==> config.mk <==
export PLATFORM = sky130hd
export DESIGN_NAME = microc_ctrl_mc
export DESIGN_NICKNAME = d
export VERILOG_FILES = /design/src/rtl/microc_ctrl_mc.sv
export SDC_FILE = /design/constraint.sdc
export NUM_CORES = 1
export LEC_CHECK = 0
export BUFFER_PORTS_ARGS = -buffer_cell sky130_fd_sc_hd__buf_2
export CORE_MARGIN = 2
export CORE_UTILIZATION = 45
export CTS_CLUSTER_SIZE = 14
export DETAILED_ROUTE_END_ITERATION = 10
export HOLD_SLACK_MARGIN = 0.1
export PLACE_DENSITY = 0.74
export SYNTH_ARGS = -nofsm -noshare
export SYNTH_HDL_FRONTEND = slang
export SYNTH_SLANG_ARGS = --single-unit
export TNS_END_PERCENT = 20
==> constraint.sdc <==
create_clock -name clk -period 1.6 [get_ports clk]
set_input_delay 0.48 -clock clk [delete_from_list [all_inputs] [get_ports clk]]
set_output_delay 0.48 -clock clk [all_outputs]
set_load 0.01 [all_outputs]
==> src/rtl/microc_ctrl_mc.sv <==
// -----------------------------------------------------------------------------
// microc_ctrl_mc -- multi-cycle control unit for the microc datapath.
//
// Each instruction takes three phases:
//   FETCH  : request the instruction word and wait for memory, with a timeout.
//   DECODE : latch Opcode into op_r.
//   EXEC   : drive the datapath strobes and selects for one cycle.
// The unit also tracks call depth (JAL/RET). HALT and ERROR are terminal
// states that hold until reset.
//
// Fetch handshake: mem_req is the valid/request and mem_ready is the
// response. The instruction word is accepted, and ir_we pulses, in the same
// cycle in which both mem_req and mem_ready are high. mem_ready is ignored
// whenever mem_req is low.
//
// Ports:
//   clk        in   system clock, rising edge
//   reset      in   asynchronous active-low reset
//   Opcode     in   [5:0] opcode from the datapath IR (sampled in DECODE only)
//   zero       in   ALU zero flag (used in EXEC by JZ/JNZ)
//   mem_ready  in   instruction memory data valid
//   mem_req    out  instruction fetch request
//   ir_we      out  IR load strobe
//   pc_we      out  PC update strobe
//   s_inc      out  PC mux: 1 = PC+1, 0 = jump target
//   s_inm      out  regfile write-data mux: 1 = immediate, 0 = ALU
//   we         out  regfile write enable
//   wez        out  zero-flag register write enable
//   AluOP      out  [ALUOP_W-1:0] ALU operation
//   push       out  return-address stack push
//   pop        out  return-address stack pop
//   s_ret      out  PC mux override: 1 = return address
//   halted     out  HALT reached (sticky)
//   err        out  [1:0] 00 none, 01 fetch timeout, 10 overflow, 11 underflow
//   dbg_state  out  [2:0] current FSM state (debug observation)
//   dbg_sp     out  current call depth (debug observation)
// -----------------------------------------------------------------------------
module microc_ctrl_mc #(
  parameter int DEPTH    = 4,
  parameter int WAIT_MAX = 15,
  parameter int ALUOP_W  = 3
) (
  input  logic                         clk,
  input  logic                         reset,
  input  logic [5:0]                   Opcode,
  input  logic                         zero,
  input  logic                         mem_ready,
  output logic                         mem_req,
  output logic                         ir_we,
  output logic                         pc_we,
  output logic                         s_inc,
  output logic                         s_inm,
  output logic                         we,
  output logic                         wez,
  output logic [ALUOP_W-1:0]           AluOP,
  output logic                         push,
  output logic                         pop,
  output logic                         s_ret,
  output logic                         halted,
  output logic [1:0]                   err,
  output logic [2:0]                   dbg_state,
  output logic [$clog2(DEPTH+1)-1:0]   dbg_sp
);

  localparam int SP_W   = $clog2(DEPTH + 1);
  localparam int WAIT_W = (WAIT_MAX > 0) ? $clog2(WAIT_MAX + 1) : 1;

  localparam logic [SP_W-1:0]   DEPTH_SP  = SP_W'(DEPTH);
  localparam logic [WAIT_W-1:0] WAIT_LAST = WAIT_W'(WAIT_MAX);

  // Instruction groups, selected by Opcode[4:2] when Opcode[5] = 1.
  localparam logic [2:0] G_LI   = 3'b000;
  localparam logic [2:0] G_J    = 3'b001;
  localparam logic [2:0] G_JZ   = 3'b010;
  localparam logic [2:0] G_JNZ  = 3'b011;
  localparam logic [2:0] G_JAL  = 3'b100;
  localparam logic [2:0] G_RET  = 3'b101;
  localparam logic [2:0] G_NOP  = 3'b110;
  localparam logic [2:0] G_HALT = 3'b111;

  localparam logic [1:0] ERR_NONE    = 2'b00;
  localparam logic [1:0] ERR_TIMEOUT = 2'b01;
  localparam logic [1:0] ERR_OVER    = 2'b10;
  localparam logic [1:0] ERR_UNDER   = 2'b11;

  typedef enum logic [2:0] {
    S_FETCH  = 3'd0,
    S_DECODE = 3'd1,
    S_EXEC   = 3'd2,
    S_HALT   = 3'd3,
    S_ERROR  = 3'd4
  } state_t;

  state_t              state;
  logic [5:0]          op_r;
  logic [SP_W-1:0]     sp;
  logic [WAIT_W-1:0]   wait_cnt;
  logic [1:0]          err_r;
  logic                halted_r;

  // Decode helpers derived from the latched opcode.
  logic       is_alu;
  logic [2:0] grp;
  logic       jal_ok;
  logic       ret_ok;
  logic       op_low_unused;

  assign is_alu        = ~op_r[5];
  assign grp           = op_r[4:2];
  assign jal_ok        = (sp < DEPTH_SP);
  assign ret_ok        = (sp != '0);
  assign op_low_unused = ^op_r[1:0];

  // ---------------------------------------------------------------------------
  // State, call depth, fetch timeout counter and sticky status registers.
  // ---------------------------------------------------------------------------
  always_ff @(posedge clk or negedge reset) begin
    if (!reset) begin
      state    <= S_FETCH;
      op_r     <= '0;
      sp       <= '0;
      wait_cnt <= '0;
      err_r    <= ERR_NONE;
      halted_r <= 1'b0;
    end else begin
      case (state)
        S_FETCH: begin
          if (mem_ready) begin
            wait_cnt <= '0;
            state    <= S_DECODE;
          end else if (wait_cnt == WAIT_LAST) begin
            // Last permitted cycle expired without data: WAIT_MAX+1 cycles total.
            state <= S_ERROR;
            err_r <= ERR_TIMEOUT;
          end else begin
            wait_cnt <= wait_cnt + 1'b1;
          end
        end
        S_DECODE: begin
          op_r  <= Opcode;
          state <= S_EXEC;
        end
        S_EXEC: begin
          state <= S_FETCH;
          if (!is_alu) begin
            case (grp)
              G_JAL: begin
                if (jal_ok) begin
                  sp <= sp + 1'b1;
                end else begin
                  state <= S_ERROR;
                  err_r <= ERR_OVER;
                end
              end
              G_RET: begin
                if (ret_ok) begin
                  sp <= sp - 1'b1;
                end else begin
                  state <= S_ERROR;
                  err_r <= ERR_UNDER;
                end
              end
              G_HALT: begin
                state    <= S_HALT;
                halted_r <= 1'b1;
              end
              default: ;
            endcase
          end
        end
        S_HALT:  state <= S_HALT;
        S_ERROR: state <= S_ERROR;
        default: state <= S_FETCH;
      endcase
    end
  end

  // ---------------------------------------------------------------------------
  // Strobes and selects. FETCH must answer mem_ready in the same cycle and
  // EXEC must follow the live zero flag, so these decode the registered state
  // combinationally. Every output is forced low while reset is asserted, so an
  // instruction interrupted by reset issues no further strobes.
  // ---------------------------------------------------------------------------
  always_comb begin
    mem_req = 1'b0;
    ir_we   = 1'b0;
    pc_we   = 1'b0;
    s_inc   = 1'b1;
    s_inm   = 1'b0;
    we      = 1'b0;
    wez     = 1'b0;
    AluOP   = '0;
    push    = 1'b0;
    pop     = 1'b0;
    s_ret   = 1'b0;

    case (state)
      S_FETCH: begin
        mem_req = 1'b1;
        ir_we   = mem_ready;
      end
      S_EXEC: begin
        pc_we = 1'b1;
        if (is_alu) begin
          AluOP = op_r[1+ALUOP_W:2];
          we    = 1'b1;
          wez   = 1'b1;
        end else begin
          case (grp)
            G_LI: begin
              s_inm = 1'b1;
              we    = 1'b1;
            end
            G_J:   s_inc = 1'b0;
            G_JZ:  s_inc = ~zero;
            G_JNZ: s_inc = zero;
            G_JAL: begin
              if (jal_ok) begin
                push  = 1'b1;
                s_inc = 1'b0;
              end else begin
                pc_we = 1'b0;
              end
            end
            G_RET: begin
              if (ret_ok) begin
                pop   = 1'b1;
                s_ret = 1'b1;
              end else begin
                pc_we = 1'b0;
              end
            end
            G_NOP:  ;
            G_HALT: pc_we = 1'b0;
            default: ;
          endcase
        end
      end
      default: ;
    endcase

    if (!reset) begin
      mem_req = 1'b0;
      ir_we   = 1'b0;
      pc_we   = 1'b0;
      s_inc   = 1'b0;
      s_inm   = 1'b0;
      we      = 1'b0;
      wez     = 1'b0;
      AluOP   = '0;
      push    = 1'b0;
      pop     = 1'b0;
      s_ret   = 1'b0;
    end
  end

  assign halted    = halted_r;
  assign err       = err_r;
  assign dbg_state = state;
  assign dbg_sp    = sp;

endmodule

; Word-level counts from Yosys, hierarchy flattened
; Cells that the tools add are included.
[word_totals]
output_inout_bits = 22
ff_bits = 19
inputBits = 10
wordCells = 96
[op_classes]
eq_ne = 21
n_bitwise = 1
addsub = 3
magnitude_cmp = 1
muxes = 55
n_reduce_logical = 9
[op_table]
columns = operator, n
row1 = 2-to-1 mux 1 bit, 31
row2 = 2-to-1 mux 3 bit, 10
row3 = case mux 3 bit (5 select lines), 1
row4 = == test 3 x 2 -> 1 bit (second input constant), 4
row5 = == test 3 bit (second input constant), 4
row6 = != test 2 bit (second input constant), 6
row7 = 2-to-1 mux 2 bit, 5
row8 = != test 3 bit (second input constant), 3
row9 = case mux 3 bit (3 select lines), 1
row10 = 2-to-1 mux 4 bit, 2
row11 = case mux 2 bit (2 select lines), 2
row12 = AND reduction 7 bit, 1
row13 = == test 3 x 1 -> 1 bit (second input constant), 2
row14 = logical NOT 3 bit, 2
row15 = case mux 3 bit (2 select lines), 1
row16 = AND reduction 5 bit, 1
row17 = adder 4 x 1 -> 4 bit (second input constant), 1
row18 = == test 4 bit (second input constant), 1
row19 = case mux 1 bit (4 select lines), 1
row20 = nonzero test 2 bit, 2
row21 = adder 3 x 1 -> 3 bit (second input constant), 1
row22 = < comparator 3 bit (second input constant), 1
row23 = != test 3 x 2 -> 1 bit (second input constant), 1
row24 = case mux 1 bit (3 select lines), 1
row25 = other kinds (5), 5

; Longest topological paths before layout
[logic_depth]
depth_word = 6
mapped_depth = 6
depth_no_buf = 5

; Worst setup path after synthesis
; OpenSTA, ideal clock, no wires.
[synth_path]
kind = reg2out
from = register state[2], in the netlist dbg_state[2]
to = output port s_ret
n_path_buf = 2
t_required_ns = 1.120
path_slack_ns = -0.331
arrival_ns = 1.451
stages_incl_launch_ff = 6
path_cell_list = dfrtp_1 clkbuf_1 nor2_1 nand4_1 nor3_1 buf_4
[synth_between]
elab_chain_len = 3
[synth_rtl]
columns = item, line
row1 = from (decl), 94  ; state_t state;
row2 = from (signal assigned), 119  ; state <= S_FETCH;
row3 = from (signal assigned), 130  ; state <= S_DECODE;
row4 = from (signal assigned), 133  ; state <= S_ERROR;
row5 = == test 3 x 2 -> 1 bit, --
row6 = 2-to-1 mux 1 bit (2 in series), --
row7 = to (decl), 58  ; output logic s_ret,
; Every way passes these cells.

; Worst setup path after layout
[layout_path]
from = register state[0], in the netlist dbg_state[0]
to = output port s_ret
[layout_between]
elab_chain_len = 3
[layout_rtl]
columns = item, line
row1 = == test 3 x 2 -> 1 bit, 197  ; case (state)
row2 = 2-to-1 mux 1 bit, 197
row3 = 2-to-1 mux 1 bit, 242  ; if (!reset) begin
; Every way passes these cells.

==> summary.txt <==
Run status
  • Outcome: finished, violations left
  • Failing checks: setup timing

Power
  • Peak supply drop: 0.00134 V
  • LEAKAGE: 0.000784 µW
  • Power per cell area: 1950 mW/mm²

Clock tree
  • Clock buffer depth: 2
  • CTS tree: built
  • Max H-tree Level: 1
  • Clock Latency Late Sink: 300 ps
  • Worst-path clk slew: 110 ps
  • Cts bufs inserted: 3
  • Clock root buffer: clkbuf_4
  • Clock sink total: 17

Yosys
  • Yosys warns: 0
  • Async SR Flop Fraction: 100%
  • Synthesized net count: 121
  • Most frequent cell after synthesis: dfrtp_1
  • Post-synthesis cell area: 0.00103 mm²
  • Area leader, netlist: dfrtp_1
  • Yosys reg bits: 17
  • Synth unique cells: 39
  • Main flop type after synthesis: dfrtp_1
  • Post-synth EDFFs: 0
  • Synth top area cells: dfrtp_1 41%, a21oi_1 4.4%, mux2_2 4.4%, nor3_1 3.4%, nor2_1 2.5%
  • Synth top area share: 41.2%
  • Sequential area share after synthesis: 41.2%
  • Post-synth top cells: 17 x dfrtp_1, 9 x a21oi_1, 7 x nor2_1, 7 x nor3_1
  • Synth Instances: 109
  • Syn_area_per_cell: 9.47 µm²

Route
  • Antenna viol nets, final: 0
  • Via count: 1102
  • # DRC: 0
  • Drt pass-1 iters: 4
  • WL per Instance: between 15 and 20 µm
  • Vias/cell: about 5.6
  • Final wirelength: 3210 µm
  • Iter 0 DRT Violations: 17

Floorplanning
  • Row count: 17
  • Core Region: ~0.0022 mm²
  • Num ports: 32
  • DIE AREA: ~0.0027 mm²
  • Die height: 51.9 µm
  • Initial Util: 47.1%
  • Die W: 51.9 µm

Worst setup path
  • Crit path max fanout: 3
  • Worst-case reg-to-reg path depth: 6
  • End of the worst register-to-register path: dbg_sp[2]
  • Worst Path Arrival: ~1600 ps
  • Worst R2R Setup Slack: -130 ps
  • CP Data Required Time: 1120 ps
  • WS Path Type: register to output port
  • Worst-path cell chain: nor2_4, nand4_1, buf_4, nor3_4, buf_2
  • CP max-delay cell: dfrtp_2
  • Reg2reg start: op_r[2]
  • Crit. End Element: output port
  • CP max stage delay: 460 ps
  • Startpoint types: register

STA
  • Worst-Margin Slew: roughly 380 ps
  • Final Skew: approximately 2.0 ps
  • RSZ-0062 raised after global routing: yes
  • Worst slew margin: approximately three quarters
  • Final period util: 128%
  • Max-slew violations: 0
  • Hold_ws: 145 ps
  • Tmin final: approximately 2100 ps
  • Setup_tns: -5240 ps
  • Hold Vio Cnt, Final: 0
  • Max frequency: 487 MHz
  • Final worst setup slack: -453 ps
  • Setup Viol. Count Final: 21

Placed design
  • Dpl cells: ~180
  • Post-DP HPWL: 2020 µm
  • GPL Wtd Cong: about 0.79
  • Placed Area: between 0.001 and 0.0015 mm²
  • I/O Buffers: 29

Global routing
  • Global Route Usage Sum: 23.5%
  • Grt total ovfl: 0
  • Largest net degree at the start of global routing: 13
  • Global-route wire length before repair: roughly 4600 µm
  • Vias in the first global route: 1033
  • Initial antenna violation count: 0

Cells and area
  • Inserted Diodes: 0
  • Fraction of layout cells with a size suffix above 1: 60.0%
  • Area Growth Syn to Fin: 59.4%
  • Post-Layout Cell Count: 198
  • Final nets: 183
  • Finished Cell Area: roughly 0.0016 mm²
  • Final Core Density: 75.1%

Worst hold path
  • Worst hold path class: input pin to asynchronous set/reset pin

Run
  • Max-Cap Viols: 0
area by class of cell:
cell class / instances / area, µm²
inverters: 3 / 11.3
multi-input cells: 82 / 699
repair buffers: 64 / 440
clock buffers: 4 / 26.3
well taps: 28 / 35.0
flip-flops and latches: 17 / 433
fillers: 148 / 546
registers in the layout, summed over array words and instances (netlist names):
| signal | cells |
|---|---|
| err | 2 |
| wait_cnt | 4 |
| op_r | 4 |
| dbg_sp | 3 |
| halted | 1 |
| dbg_state | 3 |
repair_timing:
item	4_1_cts	5_1_grt
pin swaps	9	5
endpoints found under the setup margin	17	22
hold buffers	0	0
buffers inserted	7	3
resized for setup	19	22
critical path, delay by kind of cell, from the launching register on:
| family | cells | cell delay [ps] |
|---|---|---|
| flops | 1 | 460 |
| simple gates | 3 | 460 |
| buf+inv | 2 | 360 |
metrics by stage:
stage | worst slack [ps] | power (µW)
2_1_floorplan | -121 | 1690
3_3_place_gp | -125 | 2280
3_5_place_dp | -150 | 2360
4_1_cts | -386 | 2880
5_1_grt | -506 | 3410
6_report | -453 | 3210
where the power goes:
part	internal, µW	switching [µW]
Combinational	1140	979
Sequential	615	226
Clock	97.3	157
Total	1850	1360
logic make-up (layout without fill, tap and decap cells):
group | after synthesis | in the layout | synth area share (%)
buffers and inverters | 10 | 71 | 4.00
AND/OR/NAND/NOR | 46 | 46 | 27.8
XOR/XNOR | 3 | 3 | 2.55
flip-flops | 17 | 17 | 41.2
adder cells (fa/ha/maj) | 2 | 2 | 3.15
multiplexers | 6 | 6 | 6.30
AO/OA/AOI/OAI | 25 | 25 | 15.0
cells in the final DEF, fill, tap and decap left out, types with 2 or more instances in the layout:
| master | count |
|---|---|
| a21oi_1 | 7 |
| a21oi_2 | 2 |
| a31oi_1 | 2 |
| and2_1 | 3 |
| and3_1 | 3 |
| buf_2 | 28 |
| buf_4 | 28 |
| buf_6 | 8 |
| clkbuf_4 | 3 |
| dfrtp_1 | 11 |
| dfrtp_2 | 6 |
| inv_1 | 3 |
| mux2_2 | 3 |
| mux2i_1 | 2 |
| nand2_1 | 5 |
| nand2b_1 | 3 |
| nand4_1 | 2 |
| nor2_1 | 4 |
| nor2_4 | 2 |
| nor2b_2 | 2 |
| nor3_1 | 2 |
| nor3_2 | 3 |
| nor3_4 | 2 |
| nor4b_4 | 2 |
| o21a_1 | 2 |
| o21ai_0 | 2 |
| o21ai_1 | 2 |
| o21bai_1 | 2 |
| or3_4 | 2 |
| xnor2_1 | 2 |
how the worst max path moves through the flow:
stage | to | slack, ps | startpoint | cells past startpoint
2_1_floorplan | s_ret | -120 | dbg_state[2] | 5
3_3_place_gp | push | -130 | reset | 4
3_5_place_dp | push | -150 | reset | 4
4_1_cts | we | -390 | op_r[2] | 4
5_1_grt | s_ret | -510 | dbg_state[0] | 5
6_report | s_ret | -450 | dbg_state[0] | 5
per-layer routing:
layer  vias to the layer above  global-route usage [%]  routed length [µm]
met2                        27                    40.1                1740
met3                         6                    5.17                 121
met5                         -                       0                   0
met4                         0                    11.8                  39
met1                       558                    27.5                1310
li1                        511                       -                   -
No activity file was read; power rests on OpenSTA's default activity.
